**src/rtl/encoded_request_decoder.sv**
```systemverilog
// Decodes the active-low 8:3 priority-encoder code into sticky pending requests
// and services them one at a time, highest index first, as timed active-low strobes.
module encoded_request_decoder #(
   parameter int PULSE_CYCLES = 4,
   parameter int CNT_W        = 8
) (
   input  logic       clk,
   input  logic       rst_n,
   input  logic [2:0] y_n,
   input  logic       gs_n,
   input  logic       en_n,
   output logic [7:0] d_n,
   output logic       busy,
   output logic       ack,
   output logic [7:0] pending
);

   localparam logic [1:0] IDLE  = 2'd0;
   localparam logic [1:0] PULSE = 2'd1;
   localparam logic [1:0] GAP   = 2'd2;

   logic [2:0]       y_s1, y_s2;
   logic             gs_s1, gs_s2;
   logic [1:0]       state;
   logic [2:0]       idx;
   logic [2:0]       top_idx;
   logic [CNT_W-1:0] cnt;
   logic [7:0]       cap_set, svc_clr, abort_set, pend_nxt;
   logic             start;

   // Synchronizer resets to the "no request" code.
   always_ff @(posedge clk or negedge rst_n) begin
      if (!rst_n) begin
         y_s1  <= 3'b111;
         y_s2  <= 3'b111;
         gs_s1 <= 1'b1;
         gs_s2 <= 1'b1;
      end else begin
         y_s1  <= y_n;
         y_s2  <= y_s1;
         gs_s1 <= gs_n;
         gs_s2 <= gs_s1;
      end
   end

   always_comb begin
      cap_set = '0;
      if (!gs_s2) cap_set[~y_s2] = 1'b1;
   end

   always_comb begin
      top_idx = '0;
      for (int i = 0; i < 8; i++)
         if (pending[i]) top_idx = 3'(i);
   end

   assign start = (state == IDLE) && !en_n && (pending != '0);

   always_comb begin
      svc_clr   = '0;
      abort_set = '0;
      if (start) svc_clr[top_idx] = 1'b1;
      if (state == PULSE && en_n) abort_set[idx] = 1'b1;
   end

   // Capture is OR'd last so a same-cycle re-request survives the service clear.
   assign pend_nxt = (pending & ~svc_clr) | abort_set | cap_set;

   always_ff @(posedge clk or negedge rst_n) begin
      if (!rst_n) begin
         state   <= IDLE;
         idx     <= '0;
         cnt     <= '0;
         d_n     <= 8'hFF;
         busy    <= 1'b0;
         ack     <= 1'b0;
         pending <= '0;
      end else begin
         pending <= pend_nxt;
         ack     <= 1'b0;
         case (state)
            IDLE: begin
               if (start) begin
                  idx   <= top_idx;
                  cnt   <= CNT_W'(PULSE_CYCLES - 1);
                  d_n   <= ~(8'h01 << top_idx);
                  busy  <= 1'b1;
                  state <= PULSE;
               end
            end
            PULSE: begin
               if (en_n) begin
                  d_n   <= 8'hFF;
                  busy  <= 1'b0;
                  state <= IDLE;
               end else if (cnt == '0) begin
                  d_n   <= 8'hFF;
                  ack   <= 1'b1;
                  state <= GAP;
               end else begin
                  cnt <= cnt - CNT_W'(1);
               end
            end
            GAP: begin
               busy  <= 1'b0;
               state <= IDLE;
            end
            default: begin
               d_n   <= 8'hFF;
               busy  <= 1'b0;
               state <= IDLE;
            end
         endcase
      end
   end

endmodule

```
**config.mk**
```make
export PLATFORM = sky130hd
export DESIGN_NAME = encoded_request_decoder
export DESIGN_NICKNAME = d
export VERILOG_FILES = /design/src/rtl/encoded_request_decoder.sv
export SDC_FILE = /design/constraint.sdc
export NUM_CORES = 1
export LEC_CHECK = 0
export BUFFER_PORTS_ARGS = -buffer_cell sky130_fd_sc_hd__buf_2
export CORE_ASPECT_RATIO = 0.6
export CORE_UTILIZATION = 50
export CTS_CLUSTER_DIAMETER = 150
export CTS_CLUSTER_SIZE = 16
export DETAILED_ROUTE_END_ITERATION = 10
export PLACE_DENSITY = 0.76
export SLEW_MARGIN = 0
export SYNTH_ARGS = -nofsm -noshare
export SYNTH_HDL_FRONTEND = slang
export SYNTH_SLANG_ARGS = --single-unit
```
**constraint.sdc**
```tcl
create_clock -name clk -period 1.9 [get_ports clk]
set_input_delay 0.095 -clock clk [delete_from_list [all_inputs] [get_ports clk]]
set_output_delay 0.095 -clock clk [all_outputs]
set_load 0.01 [all_outputs]
```
## Yosys cells after proc, flatten, opt, wreduce, memory -nomap -nowiden

Index checks and enable logic that the tools add are counted.

- Output and inout port bits: 18
- Flip-flop bits (word level): 39
- Input bits: 7
- Word-level logic and storage cells: 83

- Reduce and logical (&&, ||, !) cells: 16
- Shift-type cells: 1
- Bitwise gates (word level): 7
- Add/sub/neg operators: 1
- Eq/ne operators: 7
- $lt $le $gt $ge: 6
- Mux-type cells: 34

Operators by type and width:

| cell | count |
|---|---|
| $mux 8 | 9 |
| $pmux 8 s3 | 1 |
| $mux 3 | 6 |
| $not 8->8 | 2 |
| $or 8x8->8 | 2 |
| $pmux 8 s2 | 1 |
| $lt 3x4->1 const B | 3 |
| $demux 1 s3 | 3 |
| $ge 3x1->1 const B | 3 |
| $mux 1 | 9 |
| $and 8x8->8 | 1 |
| $logic_not 8->1 | 1 |
| $ne 2x2->1 const B | 4 |
| $reduce_bool 8->1 | 1 |
| $shl 1x3->8 const A | 1 |
| $sub 8x1->8 const B | 1 |
| $logic_and 1x1->1 | 6 |
| $mux 2 | 3 |
| $reduce_and 2->1 | 3 |
| $pmux 2 s2 | 1 |
| $reduce_and 4->1 | 1 |
| $ne 3x2->1 const B | 1 |
| $not 3->3 | 1 |
| $reduce_and 3->1 | 1 |
| 7 further kinds | 7 |

## Depth between registers and ports, before layout

Gate-level depths: netlist (run 1).

- Depth in word-level cells: 16
- Gate-level depth with buffers: 6
- Depth with buffers taken out: 6

## Worst setup path after synthesis (run 1)

Ideal clock, no wire load.

- Path type: register to register
- Start point: register cnt[0]
- End point: register d_n[0]
- Cell stages (with the launch flop): 7
- Slack: 5 ps
- Data required time: 1818 ps
- Path buffers: 0
- Library setup time: 82 ps
- Data arrival time: 1813 ps
- Period minus slack after synthesis: 1895 ps
- Cell sequence: dfrtp_1 inv_1 ha_1 or2b_1 o31a_4 a21oi_4 mux2_2

- Cells in the longest elaborated chain, start to end: 3

RTL lines:

| item | line | source |
|---|---|---|
| start, declared | 27 | `logic [CNT_W-1:0] cnt;` |
| start signal, assigned | 85 | `cnt <= CNT_W'(PULSE_CYCLES - 1);` |
| start signal, assigned | 101 | `cnt <= cnt - CNT_W'(1);` |
| $logic_not 8->1 | 96 | `end else if (cnt == '0) begin` |
| $ne 3x2->1 (no line) | -- |  |
| $reduce_and 3->1 (no line) | -- |  |
| end signal, assigned | 86 | `d_n <= ~(8'h01 << top_idx);` |
| end, declared | 12 | `output logic [7:0] d_n,` |

No other way between the ends.
A chain may end at the register's enable or synchronous reset.

## Worst setup path after layout (run 1)

- Start point: register cnt[1]
- End point: register d_n[0]

Same word-level chain as after synthesis.

==> results of run 1 <==
-- metal layers --
| metal | vias up | share of wire (%) | global-route usage, % | routed length, um |
|---|---|---|---|---|
| li1 | 717 | - | - | - |
| met1 | 782 | 45 | 38.3 | 2110 |
| met2 | 92 | 42 | 38.5 | 1980 |
| met3 | 18 | 11 | 7.92 | 493 |
| met4 | 0 | 2.3 | 11.5 | 106 |
| met5 | - | 0 | 0 | 0 |
-- per-stage QoR --
step	setup WS [ps]	setup TNS [ps]	area, um^2	instances	utilization, %
finish	-39.9	-147	2370	267	70.8
global route	-67.8	-348	2370	267	70.8
CTS	-27.2	-95.2	2320	263	69.3
detailed placement	-101	-384	2100	245	62.8
global placement	22.9	0	2100	245	62.8
floorplan	5.00	0	1800	160	-
-- final cells by class --
cell class	count	area share (%)
clock buffers	8	4.23
inverters	8	1.27
multi-input cells	111	34.3
flip-flops and latches	39	42.1
well taps	45	2.38
repair buffers	56	15.8
-- registers in the layout, indices dropped and copies added, names as in the netlist --
register,flops
pending,8
d_n,8
idx,3
y_s2,3
busy,1
gs_s1,1
gs_s2,1
state,2
cnt,8
y_s1,3
ack,1
-- power by group through the flow --
| stage | Combinational (uW) | Clock (uW) | Sequential, uW |
|---|---|---|---|
| floorplan | 611 | 0 | 1330 |
| global placement | 1120 | 0 | 1260 |
| detailed placement | 1180 | 0 | 1280 |
| CTS | 1310 | 612 | 1270 |
| global route | 1530 | 643 | 1310 |
| finish | 1420 | 606 | 1280 |
-- cell families (layout without fill, tap and decap cells) --
kind of cell | after synthesis | in the layout | synth area share [%]
flops | 39 | 39 | 55.4
fa+ha+maj | 2 | 2 | 1.39
compound gates | 41 | 41 | 18.4
simple gates | 61 | 61 | 18.6
mux | 6 | 6 | 3.62
xor+xnor | 1 | 1 | 0.487
buf+inv | 10 | 72 | 2.16
-- synthesized netlist by cell type (all sizes together) (2+ instances only) --
| master | count |
|---|---|
| mux2i | 2 |
| mux2 | 4 |
| or2 | 2 |
| o22a | 3 |
| nor2 | 13 |
| a221o | 3 |
| nor3 | 7 |
| o311ai | 5 |
| nand4b | 2 |
| o31ai | 3 |
| a21oi | 6 |
| dfstp | 16 |
| nand3 | 5 |
| o21ai | 8 |
| nand4 | 2 |
| nor4 | 4 |
| dfrtp | 23 |
| ha | 2 |
| o211ai | 2 |
| nor2b | 4 |
| inv | 8 |
| nand2 | 13 |
| a2bb2oi | 2 |
-- worst max-delay path: cells and delay by family (launching register included) --
kind                     cells  cell delay, ps
flip-flops                   1             400
AND/OR/NAND/NOR              1             270
multiplexers                 1             330
adder cells (fa/ha/maj)      1             130
buffers and inverters        1              90
AO/OA/AOI/OAI                2             650
-- worst max path at each step --
stage	from	to	slack (ps)	cells after the start
finish	cnt[1]	d_n[0]	-40	6
floorplan	cnt[0]	d_n[0]	5	6
global route	cnt[1]	d_n[0]	-70	6
detailed placement	cnt[1]	d_n[0]	-100	6
CTS	cnt[0]	d_n[0]	-30	6
global placement	cnt[5]	d_n[0]	20	4
-- repair_timing --
action                     4_1_cts  5_1_grt
hold buffers                     5        0
gates cloned                     0        0
pin swaps                        0        1
setup endpoints to repair        7        8
setup buffers                    5        4
gates resized for setup          8        3
hold endpoints to repair        27        0
==> impl_metrics.toml, run 1 <==
[cells_and_area]
drive_gt1_share_pct = 43.2
syn2layout_area_growth_pct = 31.7
final_nets = 230
multi_input_area_um2 = 812
mostFrequentLayoutCell = "buf_4"
final_cell_mix = "27 x buf_4, 24 x buf_2, 23 x dfrtp_1"
diodes = 0
nFillCells = 213
seq_area_um2 = 996

[status]
violations = "negative setup slack"
status = "finished, violations left"

[clock_tree]
worstSkewPairLatency_ps = 290
numCtsBuffers = 5
cts.path.max_buffers = 2
path_clk_slew_ps = 70
cts_tree = "built"
cts.sinks = 39
h-tree-depth = 2
cts_root_buf = "clkbuf_8"

[sta]
final-hold-violation-count = 0
rsz0062_at_grt = "yes"
slew_violations = 0
fmax_mhz = 515
fin_crit_ps = 1940
holdWs_ps = 71.2
setup_slack_ps = -39.9
fin_crit_sh_pct = 102
setup_viol = 5
worst_pin_slew_ps = 836
slew_headroom_pct = 44.2
fin_skew_ps = 7.88

[pwr]
power_frac_clock_pct = 18.4
combinationalPowerShare_pct = 42.9
p_switching_uw = 1230
leakage_uw = 0.00103
switching_share_pct = 37.3
ir_worst_vdd_uv = 772
finalPower_uw = 3300
p_int_uw = 2070
seqPwrFrac_pct = 38.7
p_per_area_nw_per_um2 = 1400

[logic_synthesis]
synth_ff_type = "dfrtp_1"
synth_warnings = 0
synth_area_leaders = "dfrtp_1 32%, dfstp_2 23%, nand2_1 2.7%, nor2_1 2.7%, mux2_2 2.5%"
synthCells = 160
synth_edf_count = 0
yosysUniqueCellTypes = 48
yosys.area.top_type = "dfrtp_1"
synth_seq_area_share_pct = 55.4
ys_ff_latch = 39
async_flop_share_pct = 100
synth.top_cell.area_share_pct = 32.0
syn_avg_cell_area_um2 = 11.2
syn_nets = 169
syn-cell-area_um2 = 1800

[grt]
first_global_vias = 1534
grt_usage_pct = 27.0
antenna_found_initial = 0
grt_max_degree = 40
gr-total-overflow = 0
grt_pass1_wl_mm = 7.58

[route]
firstDrtPassIters = 5
routed_wl_mm = 4.69
wl_per_cell_um = 17.6
viasPerCell = 6.03
ant_nets = 0
vias = 1609
drcViolationCount = 0
drtIter0Drc = 211

[hold_path]
hp-start = "en_n"
hp-class = "input port to flip-flop"
whs_endpoint = "busy"
worstHoldPathCells = 2

[critical_path]
path_class = "flip-flop to flip-flop"
r2r_end = "d_n[0]"
slowest_stage = "dfrtp_1"
worstPathCellList = "inv_2 -> ha_4 -> or2b_1 -> o31a_4 -> a21oi_4 -> mux2_4"
cp.required_ps = 2120
r2r_slack_ps = -40
slowest_delay_ps = 400
path_max_fanout = 7
start_kind = "flip-flop"
reg2reg_depth = 6
arrival_ps = 2160
r2r-start = "cnt[1]"
worstSetupEndpointType = "flip-flop"

[floorplan]
core_area_um2 = 3340
ioPinCount = 25
dieArea_um2 = 3850
die_h_um = 48.5
start_util_pct = 53.8
rows = 16
die_w_um = 79.4

[placement]
dp_hpwl_mm = 3.30
gp_congestion = 0.932
io_buffers = 24

[flow_run]
cap_violations = 0
No activity file was read; power rests on OpenSTA's default activity.
==> run 2, diff against run 1 <==
--- a/config.mk
+++ b/config.mk
@@ -7,11 +7,11 @@
 export LEC_CHECK = 0
 export BUFFER_PORTS_ARGS = -buffer_cell sky130_fd_sc_hd__buf_2
 export CORE_ASPECT_RATIO = 0.6
-export CORE_UTILIZATION = 50
+export CORE_UTILIZATION = 55
 export CTS_CLUSTER_DIAMETER = 150
 export CTS_CLUSTER_SIZE = 16
 export DETAILED_ROUTE_END_ITERATION = 10
-export PLACE_DENSITY = 0.76
+export PLACE_DENSITY = 0.79
 export SLEW_MARGIN = 0
 export SYNTH_ARGS = -nofsm -noshare
 export SYNTH_HDL_FRONTEND = slang
==> constraint.sdc (replaced) <==
create_clock -name clk -period 2.5 [get_ports clk]
set_input_delay 0.5 -clock clk [delete_from_list [all_inputs] [get_ports clk]]
set_output_delay 0.5 -clock clk [all_outputs]
set_load 0.01 [all_outputs]
==> run 2 against run 1 <==
Against the previous run:
- the flow now finishes without violations
- highest routed layer unchanged
- worst setup slack better by 470 ps
- clock power fell by 34%
- hold slack better by 230 ps
- critical path depth stayed put
- maximum frequency shrank 6.4%
- die area shrank 8.8%
- clock skew fell by 1.2 ps
- sequential power is 20% lower
- combinational power decreased by 48%
- count of clock-buffer cells in the layout did not move
- cell count is 12% lower
==> impl_metrics.toml, run 2 (synthesis gave the netlist of run 1 again) <==
[pwr]
finalPower_uw = 2160
ir_worst_vdd_uv = 571
leakage_uw = 0.000866
p_per_area_nw_per_um2 = 1040

[grt]
grt_usage_pct = 25.6
grt_max_degree = 40
grt_pass1_wl_mm = 6.23
gr-total-overflow = 0
first_global_vias = 1270
antenna_found_initial = 0

[floorplan]
dieArea_um2 = 3510
ioPinCount = 25
die_h_um = 46.3
start_util_pct = 60.3
core_area_um2 = 2980
rows = 15
die_w_um = 75.8

[critical_path]
start_kind = "flip-flop"
path_class = "flip-flop to flip-flop"
path_max_fanout = 8
arrival_ps = 2290
reg2reg_depth = 6
cp.required_ps = 2710
worstSetupEndpointType = "flip-flop"

[cells_and_area]
final_cell_mix = "24 x buf_2, 23 x dfrtp_1, 16 x dfstp_2"
mostFrequentLayoutCell = "buf_2"
layout.cells.non_filler = 236
diodes = 0
top_regs = "cnt: 8 flops, d_n: 8 flops, pending: 8 flops"
drive_gt1_share_pct = 34.0
fin_area_um2 = 2070
nFillCells = 235
seq_area_um2 = 996
final_nets = 202
multi_input_area_um2 = 763
syn2layout_area_growth_pct = 15.2

[placement]
dp.cells = 228
gp_congestion = 0.918
io_buffers = 24
placed_area_um2 = 1990
dp_hpwl_mm = 2.97

[hold_path]
hp-class = "input port to flip-flop"
worstHoldPathCells = 1

[sta]
fin_crit_sh_pct = 82.9
fin_crit_ps = 2070
fin_setup_tns_ps = 0
fin_skew_ps = 6.68
slew_headroom_pct = 44.7
final-hold-violation-count = 0
holdWs_ps = 304
rsz0062_at_grt = "no"
fmax_mhz = 482
setup_viol = 0
worst_pin_slew_ps = 829
slew_violations = 0

[clock_tree]
cts_tree = "built"
path_clk_slew_ps = 70
cts_resized = 0
cts.path.max_buffers = 2
hold_buffers = 0
post_cts_buffers = 0
cts.sinks = 39
h-tree-depth = 2
cts_root_buf = "clkbuf_8"
numCtsBuffers = 5
worstSkewPairLatency_ps = 290

[route]
routed_wl_mm = 4.03
wl_per_cell_um = 17.1
drcViolationCount = 0
viasPerCell = 6.05
vias = 1428
drtIter0Drc = 100
ant_nets = 0
firstDrtPassIters = 4

[flow_run]
cap_violations = 0

[status]
status = "finished, final reports clean"
[run 2: cell count changes in the layout (fill, tap and decap cells not counted), sizes merged]
cell         delta
buf            -23
dlygate4sd3     -5
[run 2: where the power goes]
part	internal, uW	leakage (uW)	switching, uW	total (uW)
sequential	811	0.000442	208	1020
clock	198	0.0000395	199	397
combinational	319	0.000385	421	740
total	1330	0.000866	828	2160
[run 2: final timing paths]
path	slack, ps	to	startpoint
setup / recovery	430	d_n[6]	cnt[0]
hold / removal	300	gs_s1	gs_n
setup reg to reg	430	d_n[6]	cnt[0]
hold reg to reg	360	y_s2[1]	y_s1[1]
max in group asynchronous	1670	cnt[2]	rst_n
min in group asynchronous	310	pending[1]	rst_n
[run 2: worst max-delay path, cell delays in order (launching register included)]
cell	delay (ps)
dfrtp_1	410
inv_1	90
ha_1	160
or2b_1	310
o31a_4	390
a21oi_4	260
mux2_2	380
[run 2: cell type report]
cell class | instances | area share [%]
well taps | 42 | 2.54
clock buffers | 8 | 3.86
flip-flops and latches | 39 | 48.1
repair buffers | 28 | 7.25
multi-input cells | 111 | 36.8
inverters | 8 | 1.45
[run 2: per-stage QoR]
step                      setup WS [ps]  utilization, %
final                               427            69.4
after global routing                358            69.4
after CTS                           430            69.4
after detailed placement            443            66.8
after global placement              547            66.8
after floorplan                     605               -
[run 2: per-layer routing]
| metal | track usage [%] | vias up | share of wire (%) |
|---|---|---|---|
| met4 | 8.89 | 0 | 1.3 |
| met2 | 36.1 | 65 | 41 |
| met5 | 0 | - | 0 |
| li1 | - | 665 | - |
| met1 | 36.9 | 689 | 48 |
| met3 | 8.53 | 9 | 9.0 |
